## src/rtl/tic_move_gen_if.sv

```systemverilog
// Board/strobe bundle between the tic-tac-toe game controller and the
// automated move generator.
//   master : game side. Drives start, pos1..pos9 and who. Receives computer_position, pc, busy and no_move.
//   slave  : move generator. Directions are the reverse of master.
// Cell codes: 00 empty, 01 player, 10 computer, 11 occupied.
interface tic_move_gen_if;
  logic       start;
  logic [1:0] pos1, pos2, pos3, pos4, pos5, pos6, pos7, pos8, pos9;
  logic [1:0] who;
  logic [3:0] computer_position;
  logic       pc;
  logic       busy;
  logic       no_move;

  modport master (
    output start, pos1, pos2, pos3, pos4, pos5, pos6, pos7, pos8, pos9, who,
    input  computer_position, pc, busy, no_move
  );

  modport slave (
    input  start, pos1, pos2, pos3, pos4, pos5, pos6, pos7, pos8, pos9, who,
    output computer_position, pc, busy, no_move
  );
endinterface

```

## src/rtl/tic_move_gen.sv

```systemverilog
// Automated computer player for the tic-tac-toe controller.
//
// When start is accepted, the generator snapshots the board and the winner code.
// It then scans for a move in this order: win, block, preference list.
// It drives computer_position and a pc strobe that lasts HOLD_CYCLES cycles.
//
// Ports:
//   clock : system clock, rising edge
//   reset : synchronous, active-high
//   bus   : tic_move_gen_if.slave (start, pos1..pos9, who in; computer_position, pc, busy, no_move out)
// Parameter:
//   HOLD_CYCLES : number of cycles pc stays high (1..15)
// Build option:
//   TIC_MOVE_GEN_BLOCK_EN : when defined, a BLOCK scan runs between WIN and PREF.
//
// state  | meaning
// IDLE   | waiting for start
// SNAP   | capture board; a decided game goes to NOMOVE
// WIN    | one line per cycle, looking for two computer cells plus one empty cell
// BLOCK  | one line per cycle, looking for two player cells plus one empty cell (build option)
// PREF   | one candidate per cycle from the list 4,0,2,6,8,1,3,5,7
// ISSUE  | pc high with computer_position held
// NOMOVE | one-cycle no_move pulse
module tic_move_gen #(
  parameter int unsigned HOLD_CYCLES = 1
) (
  input  logic           clock,
  input  logic           reset,
  tic_move_gen_if.slave  bus
);

  typedef enum logic [2:0] {
    IDLE, SNAP, WIN,
`ifdef TIC_MOVE_GEN_BLOCK_EN
    BLOCK,
`endif
    PREF, ISSUE, NOMOVE
  } state_t;

  localparam logic [3:0] HOLD_LAST = 4'(HOLD_CYCLES - 1);

  state_t     state_q, state_d;
  logic [1:0] cell_q  [0:8];
  logic [1:0] cell_in [0:8];
  logic [2:0] line_q, line_d;
  logic [3:0] pref_q, pref_d;
  logic [3:0] hold_q, hold_d;
  logic [3:0] pos_q, pos_d;
  logic       snap_en;

  logic [11:0] lc;
  logic [3:0]  idx_a, idx_b, idx_c;
  logic [1:0]  ca, cb, cc, target;
  logic        line_hit;
  logic [3:0]  line_empty;
  logic [3:0]  pref_idx;

  assign cell_in = '{bus.pos1, bus.pos2, bus.pos3, bus.pos4, bus.pos5,
                     bus.pos6, bus.pos7, bus.pos8, bus.pos9};

  // Three cell indices of line k, packed as {a, b, c}.
  function automatic logic [11:0] line_cells(input logic [2:0] k);
    case (k)
      3'd0:    return {4'd0, 4'd1, 4'd2};
      3'd1:    return {4'd3, 4'd4, 4'd5};
      3'd2:    return {4'd6, 4'd7, 4'd8};
      3'd3:    return {4'd0, 4'd3, 4'd6};
      3'd4:    return {4'd1, 4'd4, 4'd7};
      3'd5:    return {4'd2, 4'd5, 4'd8};
      3'd6:    return {4'd0, 4'd4, 4'd8};
      default: return {4'd2, 4'd4, 4'd6};
    endcase
  endfunction

  function automatic logic [3:0] pref_cell(input logic [3:0] i);
    case (i)
      4'd0:    return 4'd4;
      4'd1:    return 4'd0;
      4'd2:    return 4'd2;
      4'd3:    return 4'd6;
      4'd4:    return 4'd8;
      4'd5:    return 4'd1;
      4'd6:    return 4'd3;
      4'd7:    return 4'd5;
      default: return 4'd7;
    endcase
  endfunction

  // Line evaluator shared by WIN and BLOCK. Only the target code differs.
  // Code 11 never equals the target and is never empty, so it can never produce a hit.
  always_comb begin
    lc         = line_cells(line_q);
    idx_a      = lc[11:8];
    idx_b      = lc[7:4];
    idx_c      = lc[3:0];
    ca         = cell_q[idx_a];
    cb         = cell_q[idx_b];
    cc         = cell_q[idx_c];
`ifdef TIC_MOVE_GEN_BLOCK_EN
    target     = (state_q == BLOCK) ? 2'b01 : 2'b10;
`else
    target     = 2'b10;
`endif
    line_hit   = 1'b0;
    line_empty = idx_c;
    if (ca == target && cb == target && cc == 2'b00) begin
      line_hit   = 1'b1;
      line_empty = idx_c;
    end else if (ca == target && cc == target && cb == 2'b00) begin
      line_hit   = 1'b1;
      line_empty = idx_b;
    end else if (cb == target && cc == target && ca == 2'b00) begin
      line_hit   = 1'b1;
      line_empty = idx_a;
    end
  end

  assign pref_idx = pref_cell(pref_q);

  always_comb begin
    state_d = state_q;
    line_d  = line_q;
    pref_d  = pref_q;
    hold_d  = hold_q;
    pos_d   = pos_q;
    snap_en = 1'b0;
    case (state_q)
      IDLE: if (bus.start) state_d = SNAP;
      SNAP: begin
        // The live who input equals the value being captured at this edge.
        // Nothing reads it again later, so it is decided here and not stored.
        snap_en = 1'b1;
        if (bus.who != 2'b00) begin
          state_d = NOMOVE;
        end else begin
          state_d = WIN;
          line_d  = '0;
        end
      end
      WIN: begin
        if (line_hit) begin
          pos_d   = line_empty;
          hold_d  = HOLD_LAST;
          state_d = ISSUE;
        end else if (line_q == 3'd7) begin
`ifdef TIC_MOVE_GEN_BLOCK_EN
          line_d  = '0;
          state_d = BLOCK;
`else
          pref_d  = '0;
          state_d = PREF;
`endif
        end else begin
          line_d = line_q + 3'd1;
        end
      end
`ifdef TIC_MOVE_GEN_BLOCK_EN
      BLOCK: begin
        if (line_hit) begin
          pos_d   = line_empty;
          hold_d  = HOLD_LAST;
          state_d = ISSUE;
        end else if (line_q == 3'd7) begin
          pref_d  = '0;
          state_d = PREF;
        end else begin
          line_d = line_q + 3'd1;
        end
      end
`endif
      PREF: begin
        if (cell_q[pref_idx] == 2'b00) begin
          pos_d   = pref_idx;
          hold_d  = HOLD_LAST;
          state_d = ISSUE;
        end else if (pref_q == 4'd8) begin
          state_d = NOMOVE;
        end else begin
          pref_d = pref_q + 4'd1;
        end
      end
      ISSUE: begin
        if (hold_q == 4'd0) state_d = IDLE;
        else                hold_d  = hold_q - 4'd1;
      end
      NOMOVE:  state_d = IDLE;
      default: state_d = IDLE;
    endcase
  end

  always_ff @(posedge clock) begin
    if (reset) begin
      state_q <= IDLE;
      line_q  <= '0;
      pref_q  <= '0;
      hold_q  <= '0;
      pos_q   <= '0;
      cell_q  <= '{default: 2'b00};
    end else begin
      state_q <= state_d;
      line_q  <= line_d;
      pref_q  <= pref_d;
      hold_q  <= hold_d;
      pos_q   <= pos_d;
      if (snap_en) cell_q <= cell_in;
    end
  end

  assign bus.computer_position = pos_q;
  assign bus.pc                = (state_q == ISSUE);
  assign bus.busy              = (state_q != IDLE);
  assign bus.no_move           = (state_q == NOMOVE);

endmodule

```

## src/flat_wrapper.sv

```systemverilog
// flat-port wrapper written by rule: the top's interface ports become plain ports
module tic_move_gen_flat 
#(
  parameter int unsigned HOLD_CYCLES = 1
)
  (clock, reset, bus_start, bus_pos1, bus_pos2, bus_pos3, bus_pos4, bus_pos5, bus_pos6, bus_pos7, bus_pos8, bus_pos9, bus_who, bus_computer_position, bus_pc, bus_busy, bus_no_move);
  tic_move_gen_if bus_i ();
  input  logic clock;
  input  logic reset;
  input wire logic [$bits(bus_i.start)-1:0] bus_start;
  input wire logic [$bits(bus_i.pos1)-1:0] bus_pos1;
  input wire logic [$bits(bus_i.pos2)-1:0] bus_pos2;
  input wire logic [$bits(bus_i.pos3)-1:0] bus_pos3;
  input wire logic [$bits(bus_i.pos4)-1:0] bus_pos4;
  input wire logic [$bits(bus_i.pos5)-1:0] bus_pos5;
  input wire logic [$bits(bus_i.pos6)-1:0] bus_pos6;
  input wire logic [$bits(bus_i.pos7)-1:0] bus_pos7;
  input wire logic [$bits(bus_i.pos8)-1:0] bus_pos8;
  input wire logic [$bits(bus_i.pos9)-1:0] bus_pos9;
  input wire logic [$bits(bus_i.who)-1:0] bus_who;
  output wire logic [$bits(bus_i.computer_position)-1:0] bus_computer_position;
  output wire logic [$bits(bus_i.pc)-1:0] bus_pc;
  output wire logic [$bits(bus_i.busy)-1:0] bus_busy;
  output wire logic [$bits(bus_i.no_move)-1:0] bus_no_move;
  assign bus_i.start = bus_start;
  assign bus_i.pos1 = bus_pos1;
  assign bus_i.pos2 = bus_pos2;
  assign bus_i.pos3 = bus_pos3;
  assign bus_i.pos4 = bus_pos4;
  assign bus_i.pos5 = bus_pos5;
  assign bus_i.pos6 = bus_pos6;
  assign bus_i.pos7 = bus_pos7;
  assign bus_i.pos8 = bus_pos8;
  assign bus_i.pos9 = bus_pos9;
  assign bus_i.who = bus_who;
  assign bus_computer_position = bus_i.computer_position;
  assign bus_pc = bus_i.pc;
  assign bus_busy = bus_i.busy;
  assign bus_no_move = bus_i.no_move;
  tic_move_gen #(.HOLD_CYCLES(HOLD_CYCLES)) u_core (.clock(clock), .reset(reset), .bus(bus_i));
endmodule
```

## config.mk

```make
export PLATFORM = sky130hd
export DESIGN_NAME = tic_move_gen_flat
export DESIGN_NICKNAME = d
export VERILOG_FILES = /design/src/rtl/tic_move_gen_if.sv /design/src/rtl/tic_move_gen.sv /design/src/flat_wrapper.sv
export SDC_FILE = /design/constraint.sdc
export NUM_CORES = 1
export LEC_CHECK = 0
export BUFFER_PORTS_ARGS = -buffer_cell sky130_fd_sc_hd__buf_4
export CAP_MARGIN = 40
export CORE_ASPECT_RATIO = 0.75
export CORE_MARGIN = 8
export CORE_UTILIZATION = 50
export CTS_CLUSTER_SIZE = 20
export DETAILED_ROUTE_END_ITERATION = 8
export PLACE_DENSITY_LB_ADDON = 0.2
export SKIP_CTS_REPAIR_TIMING = 1
export SLEW_MARGIN = 10
export SYNTH_ARGS = -nofsm -noshare
export SYNTH_HDL_FRONTEND = slang
export SYNTH_SLANG_ARGS = --single-unit
export TNS_END_PERCENT = 30
```

## constraint.sdc

```tcl
create_clock -name clock -period 5.95 [get_ports clock]
set_input_delay 0.2975 -clock clock [delete_from_list [all_inputs] [get_ports clock]]
set_output_delay 0.2975 -clock clock [all_outputs]
set_load 0.01 [all_outputs]
```

### Word level (Yosys, flattened, before mapping)

Memories as Yosys holds them, arrays and structs flattened. A register that Yosys moved wholly into a read port is not among the register bits.
Cells that the tools add are included.

| storage, ports and cells | value |
|---|---|
| register bits | 36 |
| input port bits | 23 |
| word-level logic and storage cells | 125 |
| memories | 1 |
| ROM bits | 32 |

| cells by class | value |
|---|---|
| bitwise logic cells | 4 |
| $add $sub $neg | 3 |
| reduce and logical (&&, ||, !) cells | 23 |
| eq/ne operators | 29 |
| multiplexer cells | 47 |
| $lt $le $gt $ge | 4 |

Memory list:

| name | words | width | read ports | clocked after memory_dff | write ports | line | RTL |
|---|---|---|---|---|---|---|---|
| (name not given) | 8 | 4 | 1 | 1 | 0 | tic_move_gen.sv:76 | `case (i)` |

Operators by type and width:

| kind | number |
|---|---|
| case mux 11 bit (7 select lines) | 1 |
| two-way mux 4 bit | 13 |
| two-way mux 3 bit | 12 |
| binary-select mux 2 bit (select 4 bit) | 4 |
| >= comparator 5 bit (second input constant) | 4 |
| equality test 3 bit (second input constant) | 6 |
| two-way mux 2 bit | 8 |
| case mux 4 bit (2 select lines) | 2 |
| NOT 4 -> 5 bit | 3 |
| case mux 3 bit (5 select lines) | 1 |
| != test 2 bit (second input constant) | 7 |
| equality test 3 x 2 -> 1 bit (second input constant) | 4 |
| case mux 4 bit (3 select lines) | 1 |
| AND reduction 4 bit | 3 |
| zero test 2 bit | 4 |
| != test 2 x 1 -> 1 bit (second input constant) | 4 |
| equality test 2 bit (second input constant) | 3 |
| equality test 3 x 1 -> 1 bit (second input constant) | 2 |
| logical AND 1 bit | 6 |
| zero test 3 bit | 2 |
| != test 3 x 1 -> 1 bit (second input constant) | 2 |
| case mux 3 bit (2 select lines) | 1 |
| nonzero test 2 bit | 3 |
| nonzero test 3 bit | 2 |
| 9 further kinds | 12 |

### Longest topological paths before layout

Gate-level depths: netlist (run 1).

| logic depth | value |
|---|---|
| word-level depth | 16 |
| gate-level depth with buffers | 18 |

### Worst setup path before layout (run 1)

OpenSTA, ideal clock, no wires.

| timing path | value |
|---|---|
| path kind | flip-flop to flip-flop |
| from | register u_core.line_q[2] |
| to | register with a tool-made name |
| setup time | 121 ps |
| path slack | 2,148 ps |
| arrival time | 3,681 ps |
| clock period less this slack | 3,802 ps |
| path buffers | 4 |
| cell stages (with the launch flop) | 17 |
| cell sequence | dfxtp_1 > buf_2 > buf_2 > inv_1 > ha_1 > buf_2 > or4b_1 > o21ai_1 > o21ai_0 > or2_0 > mux2_4 > or3_1 > buf_2 > a31oi_1 > inv_1 > ha_1 > mux2_4 |

RTL lines:

| what | line | RTL |
|---|---|---|
| start, declared | tic_move_gen.sv:45 | `logic [2:0] line_q, line_d;` |
| start signal, assigned | tic_move_gen.sv:201 | `line_q <= line_d;` |

==> results.md, run 1 <==
- The flow ran to the end, and the final reports show no timing, DRC or antenna violations.
- In the global route stage, overall resource usage came out at 0.194.
- The kind of launch point of the worst setup path is a flip-flop.
- Setup repair after global routing left no endpoint under its margin.
- The power density over the cells is 229 mW/mm².
- The signal on the critical path passes through inv_1 > ha_1 > nor4_2 > or3_2 > a221oi_1 > o32a_1 > xor2_1 > mux2_4 > or3_1 > a31oi_1 > inv_1 > ha_1 > mux2_4.
- The area added between synthesis and finish is 11.5%.
- In the final routed layout, each cell accounts on average for 17.1 µm.
- The number of nets in the finished design is 418.
- The number of I/O pins is 30.
- Synthesis produced a netlist with a net count of 402.
- The worst ir drop on vdd is 125 µV.
- Summed over all failing endpoints, the final setup total negative slack is 0 ps.
- The sequential cells in the finished layout cover a total of 801 µm².
- The count of input and output buffers is 29.
- The biggest fanout along the worst timing path is 21.
- The portion of the post-synthesis area used by sequential elements is 0.288.
- The number of maximum-capacitance violations is 0.
- The hold violation total from the final report was 0.
- The library cells used most frequently in the layout, excluding fill and tap cells, are nand2_1, dfxtp_1, nor2_1.
- The via count is 2858.
- The total count of max-transition violations in the final report is 0.
- The pin count of the biggest net entering global routing is 32.
- Using the TritonRoute via totals, the vias-per-cell ratio works out to 6.23.
- Among all flip-flop cells after synthesis, the most frequent one is dfxtp_1.
- The clock transition at the registers of the reported paths is 90 ps.
- In the final layout, the multi-input gates occupy 0.00183 mm².
- For the finished layout, the period the worst path requires is 4350 ps.
- The required time of the critical path is 6140 ps.
- The initial utilization of the core area, before any placement, comes to 0.520.
- The maximum buffer depth of the clock tree is 2.
- For this run, asynchronously set or reset flops after synthesis account for 0.
- Once detailed placement completed, the half-perimeter wirelength came to 5.90 mm.
- The post-synthesis cell type count is 64.
- TritonCTS built the clock tree.
- For this run, the slowest stage of the critical path takes 560 ps.
- Data on the critical path arrives at its endpoint at 4530 ps.
- The clock buffer count from CTS is 5.
- The clock sink count is 40.
- In this run, synthesis produced a sequential element count of 40.
- The die is 80.6 µm tall.
- Routability-driven placement finished with a final weighted congestion of 0.976.
- The maximum level of the CTS H-tree is 2.
- During synthesis, Yosys emitted a total of 0 warnings.
- The initial antenna violation count is 0.
- The die covers 0.00824 mm².
- OpenSTA, run right after detailed placement, puts the worst setup slack at 1640 ps.
- For the pin with the worst max-slew slack, the measured transition is 803 ps.
- The first-pass iteration count of the detailed router is 4.
- The first-pass GRT wire length is 12.7 mm.
- Timing would allow up to 0.230 GHz.
- STA classifies the critical path endpoint as a flip-flop.
- For this design the static power due to leakage is 1.25 nW.
- On the final layout, the worst clock skew is 11.2 ps.
- The floorplan has 23 rows.
- For this run, design rule violations remaining after detail routing come to 0.
- The number of global-route vias before repair is 2498.
- The number of nets with antenna violations after detailed routing is 0.
- The highest-delay cell along the critical path is or3_2.
- The placeable core region is 0.00535 mm².
- The leading cell type in the layout, fill and taps excluded is nand2_1.
- The global route total overflow is 0.
- Setup violations remaining at the end of the flow were counted as 0.
- The share of the cycle needed by the critical path after routing is 0.731.
- The classification of the worst-slack hold path is in -> reg.
- The repair_antennas step left the layout with diodes totalling 0.
- The kind of critical path is reg -> reg.
- The library cell used as clock root buffer is clkbuf_8.
- The first routing iteration left 237 violations.
- The count of filler cells inserted in the layout is 522.
- The synthesized netlist occupies a cell area of 0.00279 mm².
- Of the cells placed in the final design, the portion with a size suffix greater than 1 is 0.141.
- The slack of the critical path is 1600 ps.
- The clock latency at the later pin of the worst-skew pair is 300 ps.
- Counting flops with a built-in enable in the synthesized netlist gives 0.
- The average cell area after synthesis is 7.59 µm².
- Measured along the x axis, the die boundary spans 102 µm.
- In the synthesized netlist, the number of instances is 367.
- Wires add up to 7.83 mm.
- In this run the tightest slew margin relative to its limit is 0.449.
- The power after layout is 0.712 mW.
[report_power, final]
part           total (mW)  switching (mW)  leakage (nW)  internal, mW
sequential          0.318          0.0310         0.325         0.287
combinational       0.198           0.111         0.878        0.0865
clock               0.197           0.102        0.0516        0.0949
total               0.712           0.244          1.25         0.469
[final timing paths]
kind                                                                   start                                           end  slack, ps  cells after the start
worst max-delay path                           u_core.line_q[2]$_SDFFE_PP0P_                                     flip-flop       1600                     13
worst min-delay path                                             bus_pos8[1]                 u_core.cell_q[3]$_SDFFE_PP0P_        240                      3
worst min register to register  u_core.bus.computer_position[0]$_SDFFE_PP0P_  u_core.bus.computer_position[0]$_SDFFE_PP0P_        470                      2
worst max register to register                 u_core.line_q[2]$_SDFFE_PP0P_                                     flip-flop       1600                     13
[per-layer routing]
layer,track usage,part of all wire,vias to the layer above
met5,0,0,-
met4,0.0380,0.0087,0
met3,0.0475,0.084,13
met2,0.286,0.43,129
met1,0.277,0.47,1356
li1,-,-,1360
[cells by family (layout without fill, tap and decap cells)]
family | Yosys count | count (layout) | synth area share
flops | 40 | 40 | 0.288
xor+xnor | 3 | 3 | 0.00944
simple gates | 157 | 157 | 0.278
compound gates | 102 | 102 | 0.251
fa+ha+maj | 12 | 12 | 0.0539
buf+inv | 37 | 54 | 0.0571
mux | 16 | 16 | 0.0633
[registers in the layout (all words and copies together), names as in the netlist, named ones only]
register and cells:
u_core.hold_q 4, u_core.line_q 3, u_core.cell_q 18, u_core.bus.computer_position 4
u_core.pref_q 4, u_core.state_q 3
[final cells by class]
type / count / area share
flip-flops and latches: 40 / 0.258
inverters: 16 / 0.0193
repair buffers: 30 / 0.0725
well taps: 75 / 0.0302
clock buffers: 6 / 0.0266
multi-input cells: 290 / 0.589
clock inverters: 2 / 0.00443
[stage by stage]
stage | hold WS, ps | utilization | area (µm²) | std cells
global placement | 460 | 0.561 | 3000 | 450
floorplan | 433 | - | 2790 | 367
CTS | 239 | 0.580 | 3110 | 459
finish | 236 | 0.580 | 3110 | 459
global route | 241 | 0.580 | 3110 | 459
detailed placement | 460 | 0.562 | 3010 | 451
[critical path: cells and delay by family, from the launching register on]
family / cells / cell delay [ps]
fa+ha+maj: 2 / 580
flops: 1 / 520
simple gates: 3 / 1160
xor+xnor: 1 / 160
mux: 2 / 550
compound gates: 3 / 1010
buf+inv: 2 / 270
[synth_stat cells (7+ instances only)]
| cell | n | area [µm²] |
|---|---|---|
| clkbuf_1 | 12 | 45.0 |
| o21ai_0 | 13 | 65.1 |
| ha_1 | 12 | 150 |
| dfxtp_1 | 40 | 801 |
| nor2_1 | 36 | 135 |
| buf_2 | 7 | 35.0 |
| mux2i_1 | 9 | 90.1 |
| nor3_1 | 16 | 80.1 |
| inv_1 | 16 | 60.1 |
| a21oi_1 | 28 | 140 |
| nand2_1 | 55 | 206 |
| or3_1 | 7 | 43.8 |
Note: power is estimated with default switching activity, not from simulation.
==> inputs of run 2 (changes only) <==
ABC_AREA = 1   (was default)
clock period = 4.28 ns   (was 5.95 ns; I/O delays follow)
==> results.md, run 2 <==
- The launch point of the worst path is u_core.line_q[2]$_SDFFE_PP0P_ (unchanged).
- The count of filler cells inserted in the layout was 576 (was 522).
- The highest signal layer in the routed design is met4 (unchanged).
- The highest-delay cell along the critical path is dfxtp_1 (was or3_2).
- The worst setup slack after placement was 840 ps (was 1640 ps).
- The first-pass GRT wire length is 13.2 mm (was 12.7 mm).
- The count of flip-flops with a built-in enable after synthesis is 0 (unchanged).
- The leading cell type in the layout, fill and taps excluded is nand2_1 (unchanged).
- Setup repair after global routing missed its margin: no (unchanged).
- The weighted congestion at the end of routability-driven global placement is 0.873 (was 0.976).
- The number of flip-flops and latches in the synthesized netlist is 40 (unchanged).
- The overall die area is 0.00856 mm² (was 0.00824 mm²).
- The flip-flop count of the largest register after layout is 18 (unchanged).
- The register area is 801 µm² (unchanged).
- The slack of the critical path came to 779 ps (was 1600 ps).
- Leading post-synthesis cells by instance count: nand2_1, inv_1, nand3_1, nor2_1, dfxtp_1 (was nand2_1, dfxtp_1, nor2_1, a21oi_1).
- The placeable core region was 0.00574 mm² (was 0.00535 mm²).
- The clock buffer count from CTS is 5 (unchanged).
- The global-route usage over all layers came to 0.187 (was 0.194).
- The TritonCTS clock tree is yes (unchanged).
- The floorplan row count is 24 (was 23).
- The die outline height is 82.1 µm (was 80.6 µm).
- The signal arrival time at the worst endpoint came to 3700 ps (was 4530 ps).
- The maximum cell stage delay along the critical path is 490 ps (was 560 ps).
- The measured slew at the worst slew-check pin is 829 ps (was 803 ps).
- The count of unresolved DRC violations after routing was 0 (unchanged).
- The area added between synthesis and finish was 13.9% (was 11.5%).
- The net count after synthesis is 493 (was 402).
- The maximum level of the CTS H-tree was 2 (unchanged).
- The combinational family with the most area after synthesis was simple AND/OR/NAND/NOR gates (unchanged).
- The clock transition at the registers of the reported paths is 90 ps (about the same).
- The average routed wire per standard cell is 14.0 µm (was 17.1 µm).
- The hold violation total from the final report is 0 (unchanged).
- The achievable frequency came to 0.286 GHz (was 0.230 GHz).
- The number of nets in the finished design came to 519 (was 418).
- The count of final setup violators is 0 (unchanged).
- The final critical path time including I/O delays and setup is 3500 ps (was 4350 ps).
- The clock sink count was 40 (unchanged).
- The horizontal die dimension was 104 µm (was 102 µm).
- The register-to-register setup slack is 780 ps (was 1600 ps).
- The depth of the worst register-to-register path is 22 (was 13).
- The dominant register cell in the synthesized netlist is dfxtp_1 (unchanged).
- The worst clock skew came to 5.49 ps (was 11.2 ps).
- Most frequent cells in the layout: nand2_1, inv_1, nand3_1 (was nand2_1, dfxtp_1, nor2_1).
- The number of nets with antenna violations after detailed routing is 0 (unchanged).
- The cell type with the largest total area after synthesis is dfxtp_1 (unchanged).
- The kind of launch point of the worst setup path is a flip-flop (unchanged).
- The via count is 2968 (was 2858).
- The average cell area after synthesis was 6.37 µm² (was 7.59 µm²).
- The library cell used as clock root buffer is clkbuf_8 (unchanged).
- The total met2 wirelength after detailed routing is 3.41 mm (was 3.40 mm).
- The multi-input gate area in the final layout was 0.00180 mm² (was 0.00183 mm²).
- The HPWL reported at the end of detailed placement is 6.14 mm (was 5.90 mm).
- The gate count after technology mapping is 458 (was 367).
- The startpoint of the worst register-to-register path was u_core.line_q[2]$_SDFFE_PP0P_ (unchanged).
- The kind of critical path is reg -> reg (unchanged).
- The compound-gate portion of the synthesized area is 0.146 (was 0.251).
- The pin count of the biggest net entering global routing came to 33 (was 32).
- The nature of the critical path endpoint is a flip-flop (unchanged).
- The post-synthesis adder-cell area fraction was 0.0515 (was 0.0539).
- The xor/xnor share of the synthesized area was 0.0120 (was 0.00943).
- The total negative slack was 0 ps (unchanged).
- Run status: finished, final reports clean (unchanged).
- The number of global-route vias before repair was 2773 (was 2498).
- The first-pass iteration count of the detailed router is 6 (was 4).
- The portion of the post-synthesis area used by sequential elements is 0.275 (was 0.288).
- The initial antenna violation count was 0 (unchanged).
- The leakage component of the power is 1.55 nW (was 1.25 nW).
- The tightest slew margin relative to the limit is 0.446 (was 0.449).
- The post-synthesis mux area share came to 0 (was 0.0633).
- The share of async-settable or async-resettable flops after synthesis is 0 (unchanged).
- The number of antenna diodes is 0 (unchanged).
- The area share of the leading cell type in the synthesized netlist is 0.275 (was 0.288).
- The number of maximum-capacitance violations was 0 (unchanged).
- The most flop-heavy register is u_core.cell_q (unchanged).
- The maximum buffer depth of the clock tree came to 2 (unchanged).
- The count of input and output buffers is 29 (unchanged).
- Cell Chain, Critical Path: inv_2 > ha_1 > a21oi_1 > nand3_1 > nand2_1 > nand2_1 > nand3_1 > nand3_1 > nand2_1 > nand2_1 > nor2_1 > nand2_1 > nand3_2 > nand2_4 > nand2_4 > nand2_1 > nand3_2 > inv_1 > ha_1 > inv_1 > nand2_1 > nand2_1 (was inv_1 > ha_1 > nor4_2 > or3_2 > a221oi_1 > o32a_1 > xor2_1 > mux2_4 > or3_1 > a31oi_1 > inv_1 > ha_1 > mux2_4).
- The number of I/O pins is 30 (unchanged).
- The final routed wirelength across all metal layers was 7.89 mm (was 7.83 mm).
- Synth top area cells: dfxtp_1, nand2_1, nand3_1 (was dfxtp_1, nand2_1, ha_1).
- The classification of the worst-slack hold path was in -> reg (unchanged).
- The routed length on met1 was 3.97 mm (was 3.70 mm).
- The detail-routed via count per cell came to 5.27 (was 6.23).
- The starting utilization of the core area is 0.508 (was 0.520).
- The required time of the critical path is 4480 ps (was 6140 ps).
- The initial DRC count is 205 (was 237).
- The total count of max-transition violations in the final report is 0 (unchanged).
- The global route total overflow is 0 (unchanged).
- The biggest fanout along the worst timing path is 11 (was 21).
- The wire length on met3 is 445 µm (was 661 µm).
- The clock latency at the later pin of the worst-skew pair was 300 ps (about the same).
- The share of post-route cells with drive strength above 1 is 0.163 (was 0.141).
- The netlist area before placement was 0.00292 mm² (was 0.00279 mm²).
- The simple logic cell fraction of the synthesized area is 0.407 (was 0.278).
- The share of the cycle needed by the critical path after routing is 0.818 (was 0.731).
- The warning count from the yosys run is 0 (unchanged).
- The worst ir drop on vdd is 272 µV (was 125 µV).
- The most used cell along the critical path is nand2_1.
- The most common cell in the synthesized netlist is nand2_1 (unchanged).
- The post-synthesis cell type count came to 36 (was 64).
- The power density over the cells is 509 mW/mm² (was 229 mW/mm²).
run 2: changes by cell type after synthesis, sizes merged, moves of 7 or more:
| cell | before | now |
|---|---|---|
| or3 | 8 | 0 |
| nand4 | 1 | 9 |
| nor3 | 16 | 9 |
| inv | 16 | 67 |
| nand2 | 55 | 118 |
| nor2 | 36 | 48 |
| mux2i | 9 | 0 |
| a21oi | 28 | 35 |
| nand3 | 3 | 59 |
| mux2 | 7 | 0 |
| o21ai | 15 | 32 |
run 2: kinds of logic after synthesis:
kind of cell | Yosys count
and+or+nand+nor | 247
DFF | 40
xor gates and xnor gates | 4
buffers and inverters | 79
AOI/OAI and AO/OA | 76
adders and majority gates | 12
run 2: worst max-delay path: cells and delay by family (launching register included):
family / cells / cell delay (ps)
AND/OR/NAND/NOR: 16 / 1920
AO/OA/AOI/OAI: 1 / 180
buffers and inverters: 3 / 250
adder cells (fa/ha/maj): 2 / 550
flip-flops: 1 / 490
run 2: final cells by class:
| class | instances | share of cell area |
|---|---|---|
| multi-input combinational | 339 | 0.541 |
| sequential | 40 | 0.241 |
| timing repair buffer | 31 | 0.0761 |
| inverter | 67 | 0.0757 |
| tap | 78 | 0.0294 |
| clock buffer | 6 | 0.0249 |
| clock inverter | 2 | 0.0117 |
run 2: worst min path at each step:
stage,startpoint,to,slack [ps],cells past startpoint
floorplan,bus_pos9[1],u_core.cell_q[1]$_SDFFE_PP0P_,350,2
global placement,bus_pos2[1],u_core.cell_q[15]$_SDFFE_PP0P_,440,3
detailed placement,bus_pos2[1],u_core.cell_q[15]$_SDFFE_PP0P_,440,3
CTS,bus_pos2[1],u_core.cell_q[15]$_SDFFE_PP0P_,130,3
global route,bus_pos9[1],u_core.cell_q[1]$_SDFFE_PP0P_,140,3
finish,bus_pos2[1],u_core.cell_q[15]$_SDFFE_PP0P_,140,3
run 2: stage by stage:
| step | instances | total power, mW | util | cell area [µm²] | hold WS (ps) |
|---|---|---|---|---|---|
| global placement | 554 | 1.31 | 0.553 | 3170 | 438 |
| finish | 563 | 1.69 | 0.579 | 3320 | 139 |
| global route | 563 | 1.83 | 0.579 | 3320 | 142 |
| floorplan | 458 | 1.14 | - | 2920 | 349 |
| detailed placement | 555 | 1.34 | 0.558 | 3200 | 443 |
| CTS | 563 | 1.68 | 0.579 | 3320 | 134 |
run 2: routing by layer:
layer	vias to the layer above	track usage
met4	0	0.0475
met5	-	0
met3	5	0.0357
met2	84	0.307
li1	1536	-
met1	1343	0.251
run 2: power by group:
group | switching (mW) | internal, mW
clock | 0.144 | 0.191
sequential | 0.0470 | 0.429
combinational | 0.584 | 0.296
total | 0.774 | 0.916
